**src/rtl/icache_pkg.sv**
```systemverilog
// Shared types and constants for the instruction-cache memory bridge.
package icache_pkg;

  localparam int unsigned ADDR_WIDTH_DEF = 32;
  localparam int unsigned DATA_WIDTH_DEF = 32;
  localparam int unsigned CNT_WIDTH_DEF  = 32;

  // Bridge FSM states.
  typedef enum logic [1:0] {
    IDLE = 2'd0,
    ADDR = 2'd1,
    DATA = 2'd2,
    RESP = 2'd3
  } state_t;

  // AXI read response codes.
  localparam logic [1:0] RRESP_OKAY   = 2'b00;
  localparam logic [1:0] RRESP_SLVERR = 2'b10;
  localparam logic [1:0] RRESP_DECERR = 2'b11;

  // Instruction fetch, secure, unprivileged.
  localparam logic [2:0] ARPROT_INSTR = 3'b100;

  // RISC-V NOP (addi x0, x0, 0), a harmless word to hand back on error.
  localparam logic [31:0] ERR_DATA_DEF = 32'h0000_0013;

  // Any response other than OKAY is treated as an error.
  function automatic logic resp_is_err(input logic [1:0] resp);
    return resp != RRESP_OKAY;
  endfunction

endpackage

```
**src/rtl/icache_mem_bridge_if.sv**
```systemverilog
// Cache-side fill handshake plus AXI4-Lite AR/R channels of the bridge.
interface icache_mem_bridge_if #(
  parameter int unsigned ADDR_WIDTH = 32,
  parameter int unsigned DATA_WIDTH = 32
);

  // Cache controller side
  logic                  MEM_READ_REQ;
  logic [ADDR_WIDTH-1:0] MEM_ADDRESS;
  logic                  MEM_BUSYWAIT;
  logic [DATA_WIDTH-1:0] MEM_READDATA;
  logic                  MEM_READDATA_VALID;
  logic                  MEM_ERROR;

  // AXI4-Lite read address / read data channels
  logic                  ARVALID;
  logic [ADDR_WIDTH-1:0] ARADDR;
  logic [2:0]            ARPROT;
  logic                  ARREADY;
  logic                  RVALID;
  logic [DATA_WIDTH-1:0] RDATA;
  logic [1:0]            RRESP;
  logic                  RREADY;

  // Bridge view: serves the cache, masters the AXI read channels.
  modport master (
    input  MEM_READ_REQ, MEM_ADDRESS, ARREADY, RVALID, RDATA, RRESP,
    output MEM_BUSYWAIT, MEM_READDATA, MEM_READDATA_VALID, MEM_ERROR,
    output ARVALID, ARADDR, ARPROT, RREADY
  );

  // Environment view: cache controller plus memory/interconnect.
  modport slave (
    output MEM_READ_REQ, MEM_ADDRESS, ARREADY, RVALID, RDATA, RRESP,
    input  MEM_BUSYWAIT, MEM_READDATA, MEM_READDATA_VALID, MEM_ERROR,
    input  ARVALID, ARADDR, ARPROT, RREADY
  );

endinterface

```
**src/rtl/sat_counter.sv**
```systemverilog
// Up-counter that sticks at all-ones instead of wrapping.
module sat_counter #(
  parameter int unsigned WIDTH = 32
) (
  input  logic             clk,
  input  logic             reset_n,
  input  logic             inc,
  output logic [WIDTH-1:0] count
);

  logic at_max_c;

  assign at_max_c = (count == {WIDTH{1'b1}});

  // Count qualifying cycles until saturated.
  always_ff @(posedge clk or negedge reset_n) begin
    if (!reset_n) begin
      count <= '0;
    end else if (inc && !at_max_c) begin
      count <= count + WIDTH'(1);
    end
  end

endmodule

```
**src/rtl/icache_mem_bridge.sv**
```systemverilog
// Single-outstanding bridge from the I-cache miss-fill handshake to an
// AXI4-Lite read master. Fill data is registered and held after the valid
// pulse; error responses are replaced with a safe instruction word.
module icache_mem_bridge
  import icache_pkg::*;
#(
  parameter int unsigned            ADDR_WIDTH = ADDR_WIDTH_DEF,
  parameter int unsigned            DATA_WIDTH = DATA_WIDTH_DEF,
  parameter logic [DATA_WIDTH-1:0]  ERR_DATA   = DATA_WIDTH'(ERR_DATA_DEF),
  parameter int unsigned            CNT_WIDTH  = CNT_WIDTH_DEF
) (
  input  logic                  clk,
  input  logic                  reset_n,
  icache_mem_bridge_if.master   bus,
  output logic [CNT_WIDTH-1:0]  STAT_FILLS,
  output logic [CNT_WIDTH-1:0]  STAT_STALL
);

  state_t                state_q, state_d;
  logic                  arvalid_q, arvalid_d;
  logic [ADDR_WIDTH-1:0] araddr_q, araddr_d;
  logic                  rready_q, rready_d;
  logic [DATA_WIDTH-1:0] rdata_q, rdata_d;
  logic                  valid_q, valid_d;
  logic                  error_q, error_d;
  logic                  fill_inc;
  logic                  stall_inc;

  // State register.
  always_ff @(posedge clk or negedge reset_n) begin
    if (!reset_n) begin
      state_q <= IDLE;
    end else begin
      state_q <= state_d;
    end
  end

  // Registered AXI and cache-side outputs; reset drops AR/R handshakes at once.
  always_ff @(posedge clk or negedge reset_n) begin
    if (!reset_n) begin
      arvalid_q <= 1'b0;
      araddr_q  <= '0;
      rready_q  <= 1'b0;
      rdata_q   <= '0;
      valid_q   <= 1'b0;
      error_q   <= 1'b0;
    end else begin
      arvalid_q <= arvalid_d;
      araddr_q  <= araddr_d;
      rready_q  <= rready_d;
      rdata_q   <= rdata_d;
      valid_q   <= valid_d;
      error_q   <= error_d;
    end
  end

  // Next-state and next-output decode.
  always_comb begin
    state_d   = state_q;
    arvalid_d = arvalid_q;
    araddr_d  = araddr_q;
    rready_d  = rready_q;
    rdata_d   = rdata_q;
    valid_d   = 1'b0;
    error_d   = error_q;
    fill_inc  = 1'b0;

    case (state_q)
      IDLE: begin
        if (bus.MEM_READ_REQ) begin
          araddr_d  = bus.MEM_ADDRESS;
          arvalid_d = 1'b1;
          fill_inc  = 1'b1;
          state_d   = ADDR;
        end
      end

      ADDR: begin
        // R is not looked at here: RREADY stays low until AR completes.
        if (bus.ARREADY) begin
          arvalid_d = 1'b0;
          rready_d  = 1'b1;
          state_d   = DATA;
        end
      end

      DATA: begin
        if (bus.RVALID) begin
          rdata_d  = resp_is_err(bus.RRESP) ? ERR_DATA : bus.RDATA;
          error_d  = error_q | resp_is_err(bus.RRESP);
          rready_d = 1'b0;
          valid_d  = 1'b1;
          state_d  = RESP;
        end
      end

      RESP: begin
        state_d = IDLE;
      end

      default: begin
        state_d = IDLE;
      end
    endcase
  end

  // Busy whenever a fill is in flight; decoded straight from state.
  assign bus.MEM_BUSYWAIT       = (state_q != IDLE);
  assign bus.MEM_READDATA       = rdata_q;
  assign bus.MEM_READDATA_VALID = valid_q;
  assign bus.MEM_ERROR          = error_q;
  assign bus.ARVALID            = arvalid_q;
  assign bus.ARADDR             = araddr_q;
  assign bus.ARPROT             = ARPROT_INSTR;
  assign bus.RREADY             = rready_q;

  assign stall_inc = (state_q != IDLE);

  // Accepted fill requests.
  sat_counter #(
    .WIDTH (CNT_WIDTH)
  ) u_fill_cnt (
    .clk     (clk),
    .reset_n (reset_n),
    .inc     (fill_inc),
    .count   (STAT_FILLS)
  );

  // Cycles the cache is held off.
  sat_counter #(
    .WIDTH (CNT_WIDTH)
  ) u_stall_cnt (
    .clk     (clk),
    .reset_n (reset_n),
    .inc     (stall_inc),
    .count   (STAT_STALL)
  );

endmodule

```
**src/flat_wrapper.sv**
```systemverilog
// flat-port wrapper written by rule: the top's interface ports become plain ports
module icache_mem_bridge_flat import icache_pkg::*;
#(
  parameter int unsigned            ADDR_WIDTH = ADDR_WIDTH_DEF,
  parameter int unsigned            DATA_WIDTH = DATA_WIDTH_DEF,
  parameter logic [DATA_WIDTH-1:0]  ERR_DATA   = DATA_WIDTH'(ERR_DATA_DEF),
  parameter int unsigned            CNT_WIDTH  = CNT_WIDTH_DEF
)
  (clk, reset_n, STAT_FILLS, STAT_STALL, bus_MEM_READ_REQ, bus_MEM_ADDRESS, bus_ARREADY, bus_RVALID, bus_RDATA, bus_RRESP, bus_MEM_BUSYWAIT, bus_MEM_READDATA, bus_MEM_READDATA_VALID, bus_MEM_ERROR, bus_ARVALID, bus_ARADDR, bus_ARPROT, bus_RREADY);
  icache_mem_bridge_if #(.ADDR_WIDTH(ADDR_WIDTH), .DATA_WIDTH(DATA_WIDTH)) bus_i ();
  input  logic clk;
  input  logic reset_n;
  output logic [CNT_WIDTH-1:0] STAT_FILLS;
  output logic [CNT_WIDTH-1:0] STAT_STALL;
  input wire logic [$bits(bus_i.MEM_READ_REQ)-1:0] bus_MEM_READ_REQ;
  input wire logic [$bits(bus_i.MEM_ADDRESS)-1:0] bus_MEM_ADDRESS;
  input wire logic [$bits(bus_i.ARREADY)-1:0] bus_ARREADY;
  input wire logic [$bits(bus_i.RVALID)-1:0] bus_RVALID;
  input wire logic [$bits(bus_i.RDATA)-1:0] bus_RDATA;
  input wire logic [$bits(bus_i.RRESP)-1:0] bus_RRESP;
  output wire logic [$bits(bus_i.MEM_BUSYWAIT)-1:0] bus_MEM_BUSYWAIT;
  output wire logic [$bits(bus_i.MEM_READDATA)-1:0] bus_MEM_READDATA;
  output wire logic [$bits(bus_i.MEM_READDATA_VALID)-1:0] bus_MEM_READDATA_VALID;
  output wire logic [$bits(bus_i.MEM_ERROR)-1:0] bus_MEM_ERROR;
  output wire logic [$bits(bus_i.ARVALID)-1:0] bus_ARVALID;
  output wire logic [$bits(bus_i.ARADDR)-1:0] bus_ARADDR;
  output wire logic [$bits(bus_i.ARPROT)-1:0] bus_ARPROT;
  output wire logic [$bits(bus_i.RREADY)-1:0] bus_RREADY;
  assign bus_i.MEM_READ_REQ = bus_MEM_READ_REQ;
  assign bus_i.MEM_ADDRESS = bus_MEM_ADDRESS;
  assign bus_i.ARREADY = bus_ARREADY;
  assign bus_i.RVALID = bus_RVALID;
  assign bus_i.RDATA = bus_RDATA;
  assign bus_i.RRESP = bus_RRESP;
  assign bus_MEM_BUSYWAIT = bus_i.MEM_BUSYWAIT;
  assign bus_MEM_READDATA = bus_i.MEM_READDATA;
  assign bus_MEM_READDATA_VALID = bus_i.MEM_READDATA_VALID;
  assign bus_MEM_ERROR = bus_i.MEM_ERROR;
  assign bus_ARVALID = bus_i.ARVALID;
  assign bus_ARADDR = bus_i.ARADDR;
  assign bus_ARPROT = bus_i.ARPROT;
  assign bus_RREADY = bus_i.RREADY;
  icache_mem_bridge #(.ADDR_WIDTH(ADDR_WIDTH), .DATA_WIDTH(DATA_WIDTH), .ERR_DATA(ERR_DATA), .CNT_WIDTH(CNT_WIDTH)) u_core (.clk(clk), .reset_n(reset_n), .bus(bus_i), .STAT_FILLS(STAT_FILLS), .STAT_STALL(STAT_STALL));
endmodule
```
**config.mk**
```make
export PLATFORM = sky130hd
export DESIGN_NAME = icache_mem_bridge_flat
export DESIGN_NICKNAME = d
export VERILOG_FILES = /design/src/rtl/icache_pkg.sv /design/src/rtl/icache_mem_bridge_if.sv /design/src/rtl/sat_counter.sv /design/src/rtl/icache_mem_bridge.sv /design/src/flat_wrapper.sv
export SDC_FILE = /design/constraint.sdc
export NUM_CORES = 1
export LEC_CHECK = 0
export BUFFER_PORTS_ARGS = -buffer_cell sky130_fd_sc_hd__buf_2
export CORE_UTILIZATION = 51
export CTS_BUF_LIST = sky130_fd_sc_hd__clkbuf_4 sky130_fd_sc_hd__clkbuf_8
export DETAILED_ROUTE_END_ITERATION = 7
export GPL_TIMING_DRIVEN = 1
export PLACE_DENSITY = 0.8
export SLEW_MARGIN = 20
export SYNTH_ARGS = -nofsm -noshare
export SYNTH_HDL_FRONTEND = slang
export SYNTH_SLANG_ARGS = --single-unit
export TNS_END_PERCENT = 10
```
**constraint.sdc**
```tcl
create_clock -name clk -period 2.3 [get_ports clk]
set_input_delay 0.46 -clock clk [delete_from_list [all_inputs] [get_ports clk]]
set_output_delay 0.46 -clock clk [all_outputs]
set_load 0.01 [all_outputs]
```
# Yosys cells after proc, flatten, opt, wreduce, memory -nomap -nowiden
# Index checks and enable logic that the tools add are counted.
# Widths: inputs -> output; s select.
# classes
n_addsub	2
eq_ne	8
mux	15
bitwise_logic	1
reduce_logical	14
# ops
cell	count
$add 32x1->32 const B	2
$eq 32x32->1 const B	2
$mux 32	1
$reduce_and 3->1	3
$mux 1	8
$pmux 2 s4	1
$reduce_bool 2->1	4
$mux 2	3
$ne 2x2->1 const B	3
$eq 2x2->1 const B	2
$pmux 1 s2	2
$reduce_and 2->1	2
$eq 2x1->1 const B	1
$logic_and 1x1->1	2
$logic_not 1->1	2
$logic_not 2->1	1
$or 1x1->1	1
# word_totals
register_bits	134
output_inout_bits	136

# Longest topological paths before layout
# depth
word_depth	3
mapped_depth	9
depth_no_buf	7

# Modules after synthesis
# A second synthesis with hierarchy kept.
# hier_totals
cells_unflattened	470
area_unflattened_um2	5816.8
# modules_own_cells
module	n_inst	cells_each	area_per_inst_um2	seq_area_each_um2
sat_counter	2	144	1561.5	800.8
icache_mem_bridge	1	182	2693.8	1751.7

# Worst setup path after synthesis
# No wires, ideal clock.
# synth_path
kind	reg2reg
from	register u_core.state_q[0]
to	register u_core.u_fill_cnt.count[31]
setup_ns	0.126
arrival_ns	1.760
required_ns	2.174
path_slack_ns	0.414
stages_incl_launch_ff	10
path_buffers	2
path_cell_list	dfrtp_1 > inv_1 > ha_1 > buf_4 > and2_1 > buf_2 > nand3_1 > a211oi_2 > nand4_1 > xnor2_1
# synth_between
elab_chain_cells	3
# synth_rtl
element	line_no	rtl
start: declaration	icache_mem_bridge.sv:19	state_t state_q, state_d;
start signal: assignment	icache_mem_bridge.sv:34	state_q <= state_d;
$logic_not 2->1	icache_mem_bridge.sv:68	case (state_q)
$mux 1	icache_mem_bridge.sv:68	
$logic_and 1x1->1	sat_counter.sv:19	end else if (inc && !at_max_c) begin
end signal: assignment	sat_counter.sv:20	count <= count + WIDTH'(1);
end: declaration	sat_counter.sv:8	output logic [WIDTH-1:0] count
# No other way between the ends.
# A chain may end at the register's enable or synchronous reset.

# Worst setup path in the final report
# layout_path
from	register u_core.state_q[0]
to	output port bus_MEM_BUSYWAIT
# layout_between
elab_chain_cells	1
# layout_rtl
element	line_no	rtl
$reduce_bool 2->1	icache_mem_bridge.sv:108	assign bus.MEM_BUSYWAIT = (state_q != IDLE);
end: declaration	flat_wrapper.sv:21	output wire logic [$bits(bus_i.MEM_BUSYWAIT)-1:0] bus_MEM_BUSYWAIT;
# No other way between the ends.

==> reports/metrics.csv <==
stage,metric,value,unit
placed_design,final weighted congestion in routability-driven placement,0.8086,
sta,RSZ-0062 raised after global routing,no,
worst_setup_path,critical path type,flop to primary output,
cells_and_area,share of post-route cells with drive strength above 1,0.4318,
synthesis,syn_area_per_cell,12.67,µm²
worst_setup_path,CP arrival,1590,ps
pwr,power density cells,1051,nW/µm²
synthesis,Post-Synthesis Cell Area,5674,µm²
cts,Max H-tree Level,4,
floorplan,Initial Util,0.5234,
cells_and_area,Area Growth Syn to Fin,27.48,%
run,max cap viols,0,
drt,detailed-route wire length per cell,15.34,µm
global_routing,first-pass GRT wire length,19970,µm
worst_setup_path,Critical Path End Type,primary output,
cells_and_area,post-layout util,0.6672,
global_routing,met1 Use GR,0.2920,
cts,CTS Root Cell,clkbuf_8,
cts,worst skew pair latency,430,ps
cts,clock net sink count,134,
drt,drt total wl,12480,µm
global_routing,busiest grt layer,met2,
drt,via/cell ratio,5.310,
global_routing,largest net degree at the start of global routing,60,
global_routing,met3 usage,0.05993,
synthesis,"EDFF count, synth",0,
synthesis,fraction of registers with async set/reset,1.000,
cts,Post CTS Setup Buffer Count,0,
cts,CTS buffer count,17,
cells_and_area,"most common cell after layout, fill and taps aside",buf_2,
worst_setup_path,Setup crit start,u_core.state_q[0]$_DFFE_PN0P_,
run_status,status,"finished, final reports clean",
sta,Tmin final,2054,ps
sta,final setup violation count,0,
pwr,Leak,3.653,nW
sta,Final Max Tran Viols,0,
cells_and_area,nets@finish,740,
sta,setup TNS,0,ps
sta,hold violation total from the final report,0,
floorplan,core footprint,10840,µm²
placed_design,dpl cells,784,
global_routing,grt met2 use,0.3622,
cells_and_area,"commonest cells after routing, fill and taps aside","buf_2, dfrtp_1, xnor2_1",
sta,Peak Freq,0.4869,GHz
drt,TritonRoute pass-1 iters,4,
sta,period utilization,0.8929,
synthesis,register area share after synthesis,0.5910,
floorplan,die width,107.5,µm
synthesis,Yosys cell types,39,
global_routing,gr usage total,0.2259,
floorplan,die outline area,11550,µm²
synthesis,Synth Instances,448,
synthesis,dominant synthesized flop cell,dfrtp_1,
global_routing,grt total ovfl,0,
sta,Slew HR,0.6139,
cells_and_area,Finished Layout Cells,814,
floorplan,num rows,38,
cells_and_area,# diodes,0,
min_path,Hold Crit Class,input pin to flop,
cts,"CTS clk-pin slew, worst paths",70,ps
drt,detailed-route DRC error count,0,
cts,CTS tree,built,
drt,DRT iter0 DRCs,172,
global_routing,number of antenna violations at the first check in global routing,0,
worst_setup_path,critical path peak fanout,5,
cts,clock tree buffer depth,2,
floorplan,IO Pins,207,
pwr,Max IR drop VDD,0.6212,mV
sta,clk_skew,6.882,ps
drt,DRT antenna net count,0,
worst_setup_path,worst flop-to-flop path startpoint,u_core.state_q[0]$_DFFE_PN0P_,
placed_design,dpl hpwl,9177,µm
worst_setup_path,CP Launch Type,flop,
cts,Post-CTS Resized,0,
worst_setup_path,CP Data Required Time,1840,ps
min_path,hold path startpoint,bus_RDATA[0],
synthesis,#FFs+latches synth,134,
floorplan,die height,107.5,µm
synthesis,synthesis warning total,0,
placed_design,PortBufs,203,
drt,Vias,4322,
sta,Slew @ Worst Pin,576.0,ps
global_routing,number of global-route vias before repair,4154,
==> what timing repair did <==
| action | 4_1_cts | 5_1_grt |
|---|---|---|
| hold endpoints to repair | 51 | 0 |
| hold buffers | 1 | 0 |
| endpoints found under the setup margin | 0 | 0 |
==> cells by family (layout without fill, tap and decap cells) <==
kind of cell,Yosys count,in the layout,share of synthesized area
flip-flops,134,134,0.5910
AO/OA/AOI/OAI,56,56,0.08159
buffers and inverters,26,251,0.02117
adder cells (fa/ha/maj),5,5,0.01103
XOR/XNOR,58,58,0.08953
AND/OR/NAND/NOR,132,132,0.1350
multiplexers,35,35,0.06946
other,2,3,0.001324
==> per-layer routing <==
metal,vias up,part of all wire
met1,2092,0.44
met5,-,0
li1,2045,-
met4,0,0.012
met2,169,0.48
met3,16,0.063
==> flip-flops by register name, summed over array words and instances (netlist names) <==
name                           cells
u_core.u_fill_cnt.count           32
u_core.bus.MEM_READDATA           32
u_core.bus.ARVALID                 1
u_core.bus.RREADY                  1
u_core.bus.MEM_READDATA_VALID      1
u_core.state_q                     2
u_core.u_stall_cnt.count          32
u_core.bus.ARADDR                 32
u_core.bus.MEM_ERROR               1
==> cells in the mapped netlist, types with 2 or more instances <==
master,instances,area share
buf_4,5,0.0066
o22a_1,3,0.0046
a22o_1,30,0.046
mux2_2,35,0.069
xnor2_1,46,0.071
a31oi_1,6,0.0066
clkbuf_1,11,0.0073
dfrtp_1,134,0.59
o21ai_0,5,0.0044
nor2_1,10,0.0066
and2_1,4,0.0044
ha_1,5,0.011
conb_1,2,0.0013
nor4_1,2,0.0022
nand2_1,22,0.015
nand3_1,31,0.027
xor2_1,12,0.019
buf_2,3,0.0026
nor3_2,2,0.0035
nand4_1,22,0.024
or2_2,2,0.0022
a21oi_1,6,0.0053
inv_1,7,0.0046
nor3_1,6,0.0053
and4_1,8,0.012
and3_1,16,0.018
==> through the flow <==
| step | hold WS, ps | area (µm²) | setup slack, ps | total power [W] |
|---|---|---|---|---|
| 2_1_floorplan | 164.4 | 5678 | 414.1 | 0.004879 |
| 3_3_place_gp | 432.7 | 6882 | 355.9 | 0.005861 |
| 3_5_place_dp | 437.2 | 6882 | 293.3 | 0.005993 |
| 4_1_cts | 208.6 | 7233 | 220.2 | 0.007705 |
| 5_1_grt | 216.0 | 7233 | 132.3 | 0.008066 |
| 6_report | 241.0 | 7233 | 246.4 | 0.007602 |
==> layout make-up <==
cell class | instances | area (µm²)
clock buffer | 21 | 289.0
clock inverter | 8 | 52.55
fill | 836 | 3607
inverter | 7 | 26.28
multi-input combinational | 289 | 2210
sequential | 134 | 3353
tap | 140 | 175.2
timing repair buffer | 215 | 1127
==> worst max-delay path: stages, from the launching register on <==
cell     delay (ps)
dfrtp_1         400
inv_1            90
ha_1            300
buf_4           190
inv_1            50
buf_2           140
==> power by group <==
| part | internal [W] | switching (W) |
|---|---|---|
| Combinational | 0.00122 | 0.00121 |
| Clock | 0.000835 | 0.000856 |
| Sequential | 0.00305 | 0.000435 |
==> path summary, 6_finish.rpt <==
path                       cells past startpoint  slack, ps                                       end
max                                            5        250                          bus_MEM_BUSYWAIT
min                                            2        240    u_core.bus.MEM_READDATA[0]$_DFFE_PN0P_
max reg2reg                                    7        280   u_core.u_fill_cnt.count[27]$_DFFE_PN0P_
min reg2reg                                    1        480          u_core.bus.MEM_ERROR$_DFFE_PN0P_
max in group asynchronous                      3       1050  u_core.u_stall_cnt.count[22]$_DFFE_PN0P_
min in group asynchronous                      2        540   u_core.u_fill_cnt.count[27]$_DFFE_PN0P_
Power figures use the tool's default switching activity.
